### config.mk
export PLATFORM = sky130hd
export DESIGN_NAME = fetch_sequencer
export DESIGN_NICKNAME = d
export VERILOG_FILES = /design/src/rtl/fetch_sequencer.sv
export SDC_FILE = /design/constraint.sdc
export NUM_CORES = 1
export LEC_CHECK = 0
export ABC_CLOCK_PERIOD_IN_PS = 2500
export CORE_MARGIN = 8
export CORE_UTILIZATION = 41
export CTS_BUF_LIST = sky130_fd_sc_hd__clkbuf_4
export DETAILED_ROUTE_END_ITERATION = 6
export MAX_ROUTING_LAYER = met4
export PLACE_DENSITY = 0.71
export SETUP_SLACK_MARGIN = 0.1
export SYNTH_ARGS = -nofsm -noshare
export SYNTH_HDL_FRONTEND = slang
export SYNTH_SLANG_ARGS = --single-unit
### constraint.sdc
create_clock -name clock_i -period 2.5 [get_ports clock_i]
set_clock_uncertainty 0.1 [all_clocks]
set_input_delay 0.5 -clock clock_i [delete_from_list [all_inputs] [get_ports clock_i]]
set_output_delay 0.5 -clock clock_i [all_outputs]
set_load 0.01 [all_outputs]
### src/rtl/fetch_sequencer.sv
// fetch_sequencer: owns the program counter and sequences instruction fetch
// over a req/ack instruction-memory port.
// Next-PC priority: trap vector > branch/jump redirect > stall hold > PC+4.
// Wrong-path fetches are discarded, and fetches that wait too long raise a
// sticky timeout and park the sequencer until a trap arrives.
// Optional feature macro: PC_MISALIGN_TRAP_EN -- a redirect to a non-word-aligned
// target pulses misalign_err_o and fetches TRAP_VECTOR instead of the target.
// Without the macro, targets are truncated to word alignment and
// misalign_err_o stays 0.
module fetch_sequencer #(
  parameter logic [31:0] RESET_VECTOR = 32'h0040_0000,
  parameter logic [31:0] TRAP_VECTOR  = 32'h8000_0180,
  parameter int          MAX_WAIT     = 8
) (
  input  logic        clock_i,
  input  logic        reset_ni,
  input  logic        stall_i,
  input  logic        redirect_valid_i,
  input  logic [31:0] redirect_target_i,
  input  logic        trap_req_i,
  output logic        imem_req_o,
  output logic [31:0] imem_addr_o,
  input  logic        imem_ack_i,
  input  logic [31:0] imem_rdata_i,
  output logic        inst_valid_o,
  output logic [31:0] inst_out_o,
  output logic [31:0] inst_pc_o,
  output logic [31:0] pc_out_o,
  output logic        timeout_err_o,
  output logic        misalign_err_o
);

  // Wide enough to hold MAX_WAIT-1, the last count before a timeout.
  localparam int WCW = (MAX_WAIT < 2) ? 1 : $clog2(MAX_WAIT);
  localparam logic [WCW-1:0] WAIT_LAST = WCW'(MAX_WAIT - 1);

  typedef enum logic [1:0] {
    S_IDLE  = 2'd0,
    S_FETCH = 2'd1,
    S_HOLD  = 2'd2,
    S_ERR   = 2'd3
  } state_e;

  state_e         state_q;
  logic [31:0]    pc_q;
  logic           req_q;
  logic [WCW-1:0] wait_cnt_q;
  logic           inst_valid_q;
  logic [31:0]    inst_out_q;
  logic [31:0]    inst_pc_q;
  logic           timeout_q;
  logic           misalign_q;
  logic           pend_q;
  logic           pend_trap_q;
  logic [31:0]    pend_addr_q;

  logic [31:0]    redir_addr;
  logic           misaligned;
  logic           new_hit;
  logic [31:0]    new_addr;
  logic           any_redir;
  logic [31:0]    redir_target_d;
  logic           redir_is_trap_d;
  logic           misalign_d;

  // Resolve the address a redirect request would load, honouring alignment.
  always_comb begin
    misaligned = 1'b0;
    redir_addr = {redirect_target_i[31:2], 2'b00};
`ifdef PC_MISALIGN_TRAP_EN
    misaligned = (redirect_target_i[1:0] != 2'b00);
    if (misaligned) begin
      redir_addr = TRAP_VECTOR;
    end
`else
    // Low target bits are simply dropped; they only feed a zero here.
    redir_addr = {redirect_target_i[31:2], redirect_target_i[1:0] & 2'b00};
`endif
  end

  // Pick the winning redirect source: incoming trap, pending trap,
  // incoming redirect, then pending redirect.
  always_comb begin
    new_hit         = trap_req_i | redirect_valid_i;
    new_addr        = trap_req_i ? TRAP_VECTOR : redir_addr;
    any_redir       = new_hit | pend_q;
    redir_target_d  = pend_addr_q;
    redir_is_trap_d = pend_trap_q;
    if (trap_req_i) begin
      redir_target_d  = TRAP_VECTOR;
      redir_is_trap_d = 1'b1;
    end else if (pend_q && pend_trap_q) begin
      redir_target_d  = pend_addr_q;
      redir_is_trap_d = 1'b1;
    end else if (redirect_valid_i) begin
      redir_target_d  = redir_addr;
      redir_is_trap_d = 1'b0;
    end
    // A misaligned redirect only reports when it is actually accepted.
    misalign_d = redirect_valid_i & ~trap_req_i & misaligned &
                 ((state_q == S_FETCH) | (state_q == S_HOLD));
  end

  // Fetch state machine with PC, pending-redirect and delivery registers.
  always_ff @(posedge clock_i or negedge reset_ni) begin
    if (!reset_ni) begin
      state_q      <= S_IDLE;
      pc_q         <= RESET_VECTOR;
      req_q        <= 1'b0;
      wait_cnt_q   <= '0;
      inst_valid_q <= 1'b0;
      inst_out_q   <= '0;
      inst_pc_q    <= '0;
      timeout_q    <= 1'b0;
      misalign_q   <= 1'b0;
      pend_q       <= 1'b0;
      pend_trap_q  <= 1'b0;
      pend_addr_q  <= '0;
    end else begin
      inst_valid_q <= 1'b0;
      misalign_q   <= misalign_d;
      case (state_q)
        S_IDLE: begin
          state_q <= S_FETCH;
          req_q   <= 1'b1;
        end
        S_FETCH: begin
          if (imem_ack_i) begin
            wait_cnt_q <= '0;
            pend_q     <= 1'b0;
            if (any_redir) begin
              // Wrong-path fetch: drop the data, restart at the new target.
              pc_q <= redir_target_d;
            end else begin
              inst_valid_q <= 1'b1;
              inst_out_q   <= imem_rdata_i;
              inst_pc_q    <= pc_q;
              pc_q         <= pc_q + 32'd4;
            end
            if (stall_i) begin
              state_q <= S_HOLD;
              req_q   <= 1'b0;
            end else begin
              state_q <= S_FETCH;
              req_q   <= 1'b1;
            end
          end else begin
            // Address must stay stable while the request is outstanding,
            // so redirects are parked until the ack arrives.
            if (new_hit) begin
              pend_q      <= 1'b1;
              pend_trap_q <= redir_is_trap_d;
              pend_addr_q <= redir_target_d;
            end
            if (wait_cnt_q == WAIT_LAST) begin
              state_q    <= S_ERR;
              req_q      <= 1'b0;
              timeout_q  <= 1'b1;
              wait_cnt_q <= '0;
            end else begin
              wait_cnt_q <= wait_cnt_q + 1'b1;
            end
          end
        end
        S_HOLD: begin
          // No request is outstanding, so the PC may move right away.
          if (new_hit) begin
            pc_q <= new_addr;
          end
          if (!stall_i) begin
            state_q <= S_FETCH;
            req_q   <= 1'b1;
          end
        end
        S_ERR: begin
          if (trap_req_i || (pend_q && pend_trap_q)) begin
            pc_q       <= TRAP_VECTOR;
            pend_q     <= 1'b0;
            wait_cnt_q <= '0;
            state_q    <= S_FETCH;
            req_q      <= 1'b1;
          end
        end
        default: begin
          state_q <= S_IDLE;
          req_q   <= 1'b0;
        end
      endcase
    end
  end

  assign imem_req_o     = req_q;
  assign imem_addr_o    = pc_q;
  assign pc_out_o       = pc_q;
  assign inst_valid_o   = inst_valid_q;
  assign inst_out_o     = inst_out_q;
  assign inst_pc_o      = inst_pc_q;
  assign timeout_err_o  = timeout_q;
  assign misalign_err_o = misalign_q;

endmodule

# After elaboration in Yosys (flattened, before gate mapping)
# Cells that the tools add are included.
# totals
inputBits	70
reg_bits	138
out_inout_bits	132
word_cells	76
# op_classes
eq_ne	10
muxes	35
bitwise	4
add_sub_neg	2
n_reduce_logical	14
# ops
cell	count
32-bit two-way mux	8
32-bit one-hot mux with 3 select lines	1
32-bit by 3-bit adder with 32-bit output (second input constant)	1
3-bit AND reduction	5
1-bit two-way mux	14
2-bit two-way mux	5
3-bit two-way mux	3
2-bit inequality test (second input constant)	4
2-bit one-hot mux with 4 select lines	1
4-bit AND reduction	2
3-bit one-hot mux with 2 select lines	1
3-bit nonzero test	2
2-bit == test (second input constant)	2
1-bit one-hot mux with 4 select lines	1
3-bit by 1-bit adder with 3-bit output (second input constant)	1
3-bit == test (second input constant)	1
3-bit by 2-bit inequality test with 1-bit output (second input constant)	1
3-bit inequality test (second input constant)	1
2-bit by 1-bit == test with 1-bit output (second input constant)	1
2-bit zero test	1
1-bit NOT	2
1-bit OR	2
1-bit one-hot mux with 2 select lines	1
2-bit AND reduction	1
3 further kinds	3

# Logic depth before layout (Yosys ltp)
# depth
word_depth	6
ltp_mapped	8

# Worst setup path after synthesis
# Ideal clock, no wire load.
# synth_path
kind	input -> register
from	input port redirect_valid_i
to	register inst_out_q[0], in the netlist inst_out_o[0]
path_buffers	3
setup_slack_ns	0.330
cell_stages	6
required_time_ns	2.275
arrival_time_ns	1.945
path_cell_list	buf_6 -> or4_4 -> nor2_1 -> buf_4 -> buf_4 -> mux2_2
# synth_via
elab_chain_len	4
# synth_rtl
item	line	source
start, declared	18	input logic redirect_valid_i,
1-bit OR	84	new_hit = trap_req_i | redirect_valid_i;
1-bit OR	86	any_redir = new_hit | pend_q;
1-bit NOT (no source line)	-	
3-bit AND reduction (no source line)	-	
end signal, assigned	136	inst_out_q <= imem_rdata_i;
end, declared	49	logic [31:0] inst_out_q;
# No other way between the ends.
# A chain may end at the register's enable or synchronous reset.

# Worst setup path in the final report
# layout_path
from	register pc_q[6], in the netlist imem_addr_o[6]
to	output port imem_addr_o[6]
# layout_lines
item	line	source
start, declared	45	logic [31:0] pc_q;
start signal, assigned	133	pc_q <= redir_target_d;
start signal, assigned	138	pc_q <= pc_q + 32'd4;
start signal, assigned	168	pc_q <= new_addr;
end, declared	22	output logic [31:0] imem_addr_o,
# No word-level cell between the ends.

==> out/results.tsv <==
metric	value	unit
start_util	41.9	%
ir_drop	0.000592	V
fp.dieW	146	µm
core_area	16500	µm²
grtUsageTotal	20.8	%
drc	0	
path_clk_slew	0.12	ns
layout_min_cycle_time	2.32	ns
cp_num_buf_inv	1	
fin_ws	0.176	ns
hold_viol	0	
dieArea	21300	µm²
utilization	58.2	%
synth_top_area_share	49.5	%
cp.required	1.90	ns
synth_cells	652	
outcome	finished, final reports clean	
grt_pass1_vias	6405	
place_congestion	0.896	
ys_warn_count	0	
crit_cells	1	
ys_seq_elements	138	
leakagePower	0.00403	µW
rrSetupSlack	0.35	ns
die_y	146	µm
final_cell_mix	196 x clkdlybuf4s50_1, 134 x dfrtp_1, 63 x mux2_2	
synth_seq_area_share	49.9	%
cpPeakStageDelay	0.61	ns
synth_top_cell_by_area	dfrtp_1	
critical-path-top-delay-family	buffers and inverters	
instances_no_fill	1079	
wl_per_cell	19.9	µm
fmax	0.430	GHz
dp_hpwl	15500	µm
htreeDepth	4	
cts_buffers	17	
r2r_start	imem_addr_o[15]	
worst-r2r-cell-count	5	
synth-edff-count	0	
drt_iter0_markers	552	
syn_nets	725	
slew_viol_final	0	
wirelength	21400	µm
clock_sinks	138	
finalPower	11100	µW
slowest_stage	clkdlybuf4s50_1	
antenna_left	0	
r2r-end	imem_addr_o[30]	
antenna_found_initial	1	
yosys_most_used_dff	dfrtp_1	
synth_area_leaders	dfrtp_1 50%, mux2_2 10%, buf_4 4.8%	
crit_path_start_kind	flop	
vias	6100	
grt_pass1_wl	34800	µm
rsz0062_at_grt	no	
syn_area_per_cell	10.6	µm²
path_class	flop to output port	
worst_pin_slew	0.584	ns
viasPerCell	5.65	
final_common_cell	clkdlybuf4s50_1	
holdCritPathClass	input pin to async pin	
async_flop_share	100	%
crit_chain	clkdlybuf4s50_1	
grt_max_degree	52	
postCtsSetupBuffers	0	
clockBufferDepth	2	
clock_latency	0.56	ns
firstDrtPassIters	5	
crit_arrival	1.72	ns
drive_gt1_share	19.5	%
cts_tree	built	
p_per_area	1150	nW/µm²
cts_root_buffer	clkbuf_4	
syn_area	6920	µm²
area_delta_synth_final	38.9	%
critPathCaptureType	output port	
drv_cap	0	
setup-violations-final	0	
fin_nets	919	
max-slew-margin-rel	60.7	%
path_max_fanout	9	
min_period_over_period	93.0	%
port_buffers	198	
yosysUniqueCellTypes	68	
io_pins	202	
dp.cells	1046	
rows	47	
dp_slack	-0.113	ns
grt-ovfl-total	0	
-- sequential cells by signal, indices dropped and copies added, names as in the netlist --
| register | flops |
|---|---|
| inst_valid_o | 1 |
| imem_req_o | 1 |
| pend_q | 1 |
| pend_addr_q | 32 |
| state_q | 2 |
| inst_pc_o | 32 |
| imem_addr_o | 32 |
| inst_out_o | 32 |
| wait_cnt_q | 3 |
| pend_trap_q | 1 |
| timeout_err_o | 1 |
-- report_power, final --
group,total [µW],internal (µW),leakage (µW),switching (µW)
combinational,5140,2880,0.00208,2260
clock,1840,995,0.000193,841
sequential,4090,3200,0.00176,891
-- cells in the mapped netlist, types with 4 or more instances --
library cell  count
a31oi_1           8
o22ai_1           6
nor2_1           26
a222oi_1          4
nor4_1            4
dfrtp_1         137
nand3_1          12
and3_1            7
a221oi_1          9
mux2_2           63
o211ai_1          8
buf_4            44
buf_2            11
a22o_1            5
nand4_1           9
inv_1             6
clkbuf_1         22
and2_1            8
a21oi_1          13
nand2_1          61
o21ai_1          25
a32oi_1           5
o21ai_0          46
nor3_1           12
a22oi_1          33
mux2i_1           6
-- per-stage QoR --
step           cell area (µm²)  hold slack (ns)  TNS, ns
2_1_floorplan             6920            0.104        0
3_3_place_gp              9230            0.355    -2.64
3_5_place_dp              9230            0.357    -3.54
4_1_cts                   9610            0.353        0
5_1_grt                   9610            0.369        0
6_report                  9610            0.373        0
-- timing repair --
item | 4_1_cts | 5_1_grt
hold buffers | 1 | 0
resized for setup | 1 | 3
setup endpoints to repair | 2 | 4
pin swaps | 0 | 0
endpoints found under the hold margin | 48 | 0
-- worst max path at each step --
stage,slack (ns),endpoint,start
after floorplan,0.33,inst_out_o[0],redirect_valid_i
after global placement,-0.09,inst_out_o[16],redirect_valid_i
after detailed placement,-0.11,inst_out_o[13],redirect_valid_i
after CTS,0.11,imem_addr_o[5],imem_addr_o[5]
after global routing,0.10,imem_addr_o[6],imem_addr_o[6]
final,0.18,imem_addr_o[6],imem_addr_o[6]
-- per-layer routing --
metal	up-vias	routed length, µm	track usage (%)
met5	-	0	-
met4	0	454	7.24
met3	41	1620	5.78
met2	305	10200	32.4
met1	2976	9160	25.5
li1	2778	-	-
-- area by class of cell --
type,count,area (µm²)
fillers,1387,6910
flip-flops and latches,138,3460
multi-input cells,427,2960
repair buffers,255,2530
well taps,220,275
clock inverters,13,225
clock buffers,18,135
inverters,7,26.3
diodes,1,2.50
-- cell families after synthesis --
group / synth area share, %
and+or+nand+nor: 12.5
xor gates and xnor gates: 0.127
muxes: 11.3
buffers and inverters: 7.63
AOI/OAI and AO/OA: 17.9
DFF: 49.9
other: 0.0542
adders and majority gates: 0.542
Power figures use the tool's default switching activity.
